<file path="config.mk">
export PLATFORM = sky130hd
export DESIGN_NAME = pc_gen
export DESIGN_NICKNAME = d
export VERILOG_FILES = /design/src/rtl/pc_gen_pkg.sv /design/src/rtl/pc_gen.sv
export SDC_FILE = /design/constraint.sdc
export NUM_CORES = 1
export LEC_CHECK = 0
export ABC_AREA = 1
export CORE_MARGIN = 8
export CORE_UTILIZATION = 44
export CTS_BUF_LIST = sky130_fd_sc_hd__clkbuf_16
export DETAILED_ROUTE_END_ITERATION = 10
export GPL_ROUTABILITY_DRIVEN = 0
export GPL_TIMING_DRIVEN = 1
export HOLD_SLACK_MARGIN = 0.08
export PLACE_DENSITY = 0.77
export SYNTH_ARGS = -nofsm -noshare
export SYNTH_HDL_FRONTEND = slang
export SYNTH_SLANG_ARGS = --single-unit
export TNS_END_PERCENT = 50
</file>
<file path="constraint.sdc">
create_clock -name clock -period 2.24 [get_ports clock]
set_clock_uncertainty 0.05 [all_clocks]
set_input_delay 0.56 -clock clock [delete_from_list [all_inputs] [get_ports clock]]
set_output_delay 0.56 -clock clock [all_outputs]
set_load 0.01 [all_outputs]
</file>
<file path="src/rtl/pc_gen_pkg.sv">
// Shared fetch-stage definitions: the PC generator's state encoding, the instruction
// size and the default boot/trap vectors that the IFU and decode stages also use.
package pc_gen_pkg;

   typedef enum logic [1:0] {
      BOOT = 2'd0,
      RUN  = 2'd1,
      HALT = 2'd2
   } pc_state_e;

   localparam int unsigned INST_BYTES = 4;

   localparam logic [31:0] DEFAULT_RESET_VECTOR = 32'h0000_0000;
   localparam logic [31:0] DEFAULT_TRAP_VECTOR  = 32'h0000_0100;

endpackage

</file>
<file path="src/rtl/pc_gen.sv">
// Program-counter generator feeding the IFU: sequential fetch, redirects, traps and halt.
// All outputs are registered, so every control input shows up one cycle after it is sampled.
module pc_gen
   import pc_gen_pkg::*;
#(
   parameter int unsigned          ADDR_W       = 32,
   parameter logic [ADDR_W-1:0]    RESET_VECTOR = ADDR_W'(DEFAULT_RESET_VECTOR),
   parameter logic [ADDR_W-1:0]    TRAP_VECTOR  = ADDR_W'(DEFAULT_TRAP_VECTOR)
) (
   input  logic              clock,
   input  logic              reset,
   input  logic              fetch_ready,
   input  logic              redirect_valid,
   input  logic [ADDR_W-1:0] redirect_target,
   input  logic              trap_valid,
   input  logic              halt,
   output logic [ADDR_W-1:0] fetch_add,
   output logic              fetch_valid,
   output logic              fetch_epoch,
   output logic              misalign_err,
   output logic [ADDR_W-1:0] misalign_addr
);

   pc_state_e         state_q, state_d;
   logic [ADDR_W-1:0] pc_q, pc_d;
   logic              valid_q, valid_d;
   logic              epoch_q, epoch_d;
   logic              merr_q, merr_d;
   logic [ADDR_W-1:0] maddr_q, maddr_d;

   always_ff @(posedge clock or posedge reset) begin
      if (reset) begin
         state_q <= BOOT;
         pc_q    <= RESET_VECTOR;
         valid_q <= 1'b0;
         epoch_q <= 1'b0;
         merr_q  <= 1'b0;
         maddr_q <= '0;
      end else begin
         state_q <= state_d;
         pc_q    <= pc_d;
         valid_q <= valid_d;
         epoch_q <= epoch_d;
         merr_q  <= merr_d;
         maddr_q <= maddr_d;
      end
   end

   // Trap beats redirect beats halt beats sequential fetch; trap and redirect work in every state.
   always_comb begin
      state_d = state_q;
      pc_d    = pc_q;
      valid_d = valid_q;
      epoch_d = epoch_q;
      merr_d  = 1'b0;
      maddr_d = maddr_q;

      if (trap_valid) begin
         state_d = RUN;
         pc_d    = TRAP_VECTOR;
         valid_d = 1'b1;
         epoch_d = ~epoch_q;
      end else if (redirect_valid) begin
         state_d = RUN;
         valid_d = 1'b1;
         epoch_d = ~epoch_q;
         if (redirect_target[1:0] != 2'b00) begin
            pc_d    = TRAP_VECTOR;
            merr_d  = 1'b1;
            maddr_d = redirect_target;
         end else begin
            pc_d = redirect_target;
         end
      end else begin
         unique case (state_q)
            BOOT: begin
               state_d = RUN;
               valid_d = 1'b1;
            end
            RUN: begin
               if (halt) begin
                  state_d = HALT;
                  valid_d = 1'b0;
               end else if (valid_q && fetch_ready) begin
                  pc_d = pc_q + ADDR_W'(INST_BYTES);
               end
            end
            HALT: begin
               valid_d = 1'b0;
            end
            default: begin
               state_d = BOOT;
               valid_d = 1'b0;
            end
         endcase
      end
   end

   assign fetch_add     = pc_q;
   assign fetch_valid   = valid_q;
   assign fetch_epoch   = epoch_q;
   assign misalign_err  = merr_q;
   assign misalign_addr = maddr_q;

endmodule

</file>
==> results.json, run 1 <==
{
  "status": "finished, final reports clean",
  "nets": 701,
  "crit_family": "buffers and inverters",
  "ys_seq_elements": 69,
  "place_hpwl_mm": 8.11,
  "drt_iter0_markers": 239,
  "p_int_uw": 2630,
  "min_period_over_period_pct": 90.4,
  "fmax_mhz": 494,
  "crit_slowest_cell": "clkdlybuf4s50_1",
  "die_y_um": 109,
  "rsz0062_at_grt": "false",
  "drv_cap": 0,
  "fp.coreArea_um2": 8550,
  "seqPwrFrac_pct": 41.2,
  "fin_setup_tns_ns": 0,
  "grtUsageTotal_pct": 18.8,
  "drive_gt1_share_pct": 5.85,
  "die_w_um": 109,
  "hold_viol": 0,
  "power_uw": 3650,
  "viasPerCell": 5.04,
  "antenna_found_initial": 0,
  "postRouteAntennaNets": 0,
  "syn_avg_cell_area_um2": 6.81,
  "syn-num-nets": 595,
  "syn_area_um2": 3790,
  "worst_slack_ns": 0.216,
  "clock_latency_ns": 0.33,
  "routed_wl_mm": 11.2,
  "syn_inst": 556,
  "htree_levels": 3,
  "worst-path-buf-inv": 1,
  "start_kind": "register",
  "cts_sinks": 69,
  "wl_per_cell_um": 14.5,
  "ir_worst_vdd_mv": 0.401,
  "tritoncts": "built",
  "numCtsBuffers": 9,
  "powerDensity_nw_per_um2": 698,
  "regArea_um2": 1730,
  "power_switching_uw": 1020,
  "route.detailed.drc": 0,
  "fillerInstances": 789,
  "die-area_um2": 11800,
  "multi_input_area_um2": 1750,
  "syn2layout_area_growth_pct": 38.2,
  "synth_cell_types": 27,
  "worstSetupPathType": "reg2out",
  "finalSetupViolCount": 0,
  "row_count": 34,
  "leakagePower_uw": 0.00239,
  "swShare_pct": 27.9,
  "p_clk_share_pct": 37.7,
  "overflow": 0,
  "endpoint_kind": "output port",
  "clkTransAtPathRegs_ns": 0.06,
  "io_pins": 105,
  "cts_buffer_depth": 2,
  "yosys_warnings": 0,
  "max_stage_delay_ns": 0.60,
  "io_buffers": 104,
  "maxSlewViolCount": 0,
  "dpl_worst_slack_ns": -0.00505,
  "crit_required_ns": 1.63,
  "period_needed_ns": 2.02,
  "maxSlewHeadroom_pct": 53.0,
  "path_max_fanout": 6,
  "grt_pass1_wl_mm": 18.0,
  "vias": 3903,
  "drtPass1Iterations": 5,
  "antenna_cells": 0,
  "crit_chain": "clkdlybuf4s50_1",
  "tightest_slew_ns": 0.703,
  "holdWs_ns": 0.417,
  "combPwrFrac_pct": 21.1,
  "cp_data_arrival_time_ns": 1.41,
  "root_buffer": "clkbuf_16",
  "cts_hold_buf": 0,
  "cts_resized": 0,
  "ys_seq_area_share_pct": 45.6,
  "cts_setup_buffers": 0,
  "fin_util_pct": 61.2,
  "start_util_pct": 44.3,
  "hold_path.class": "reg2reg",
  "grt_pass1_vias": 3689,
  "grt_max_degree": 70
}
[sequential cells by signal, summed over array words and instances, names as in the netlist]
| signal | flops |
|---|---|
| state_q | 2 |
| fetch_add | 32 |
| misalign_err | 1 |
| misalign_addr | 32 |
| fetch_valid | 1 |
| fetch_epoch | 1 |
[layout by cell type, fill, tap and decap left out, drive strengths merged]
cell	instances
a21boi	1
a21oi	1
a22oi	1
and2	3
buf	6
bufinv	1
clkbuf	9
clkdlybuf4s50	104
clkinv	3
clkinvlp	2
dfrtp	69
ha	1
inv	64
nand2	229
nand3	55
nor2	74
o211ai	1
o21a	1
o21ai	35
o22ai	5
or2	1
xor2	1
[per-layer routing]
metal / global-route usage, % / vias up / share of wire [%]
met4: 6.45 / 0 / 1.9
met5: 0 / - / 0
met1: 24.0 / 1795 / 44
met2: 30.8 / 157 / 47
met3: 4.08 / 18 / 7.2
li1: - / 1933 / -
[cell families after synthesis]
kind of cell | after synthesis | share of synthesized area (%)
XOR/XNOR | 1 | 0.231
adder cells (fa/ha/maj) | 1 | 0.330
AO/OA/AOI/OAI | 45 | 6.38
flip-flops | 69 | 45.6
AND/OR/NAND/NOR | 362 | 39.2
buffers and inverters | 78 | 8.23
[path summary, 6_finish.rpt]
path	end	startpoint	slack, ns	depth (start not counted)
hold / removal	fetch_epoch$_DFFE_PP0P_	fetch_epoch$_DFFE_PP0P_	0.42	1
hold reg to reg	fetch_epoch$_DFFE_PP0P_	fetch_epoch$_DFFE_PP0P_	0.42	1
setup / recovery	fetch_add[18]	fetch_add[18]$_DFFE_PP0P_	0.22	1
min in group asynchronous	misalign_addr[0]$_DFFE_PP0P_	reset	0.64	3
setup reg to reg	fetch_add[28]$_DFFE_PP0P_	fetch_add[3]$_DFFE_PP0P_	0.33	10
max in group asynchronous	fetch_add[25]$_DFFE_PP0P_	reset	1.21	3
[power by group through the flow]
stage | registers [uW] | logic (uW) | clock network (uW)
after floorplan | 1570 | 271 | 0
after global placement | 1520 | 761 | 0
after detailed placement | 1530 | 777 | 0
after CTS | 1510 | 782 | 1380
after global routing | 1520 | 842 | 1440
final | 1510 | 770 | 1380
[cells in the mapped netlist (all sizes together)]
library cell,instances,area [um^2]
buf,7,45.0
nand2,229,875
dfrtp,69,1730
a21boi,1,7.51
ha,1,12.5
or2,1,6.26
clkbuf,8,30.0
and2,3,18.8
o22ai,5,31.3
xor2,1,8.76
o21ai,35,175
o211ai,1,7.51
o21a,1,7.51
a22oi,1,7.51
nand3,55,288
nor2,74,298
inv,63,236
a21oi,1,5.00
[cell type report]
cell class | instances | share of cell area, %
tap | 108 | 2.58
timing repair buffer | 110 | 21.0
inverter | 63 | 4.59
clock buffer | 9 | 4.30
multi-input combinational | 409 | 33.4
clock inverter | 7 | 1.12
sequential | 69 | 33.0
[metrics by stage]
step | std cells | instance area [um^2]
6_report | 775 | 5230
2_1_floorplan | 556 | 3790
4_1_cts | 775 | 5230
3_3_place_gp | 759 | 4950
5_1_grt | 775 | 5230
3_5_place_dp | 759 | 4950
No activity file was read; power rests on OpenSTA's default activity.
==> run 2: changes to the inputs <==
ABC_CLOCK_PERIOD_IN_PS = 2240   (was not set)
==> results of run 2 <==
Final layout, timing and power as in run 1 (identical DEF).
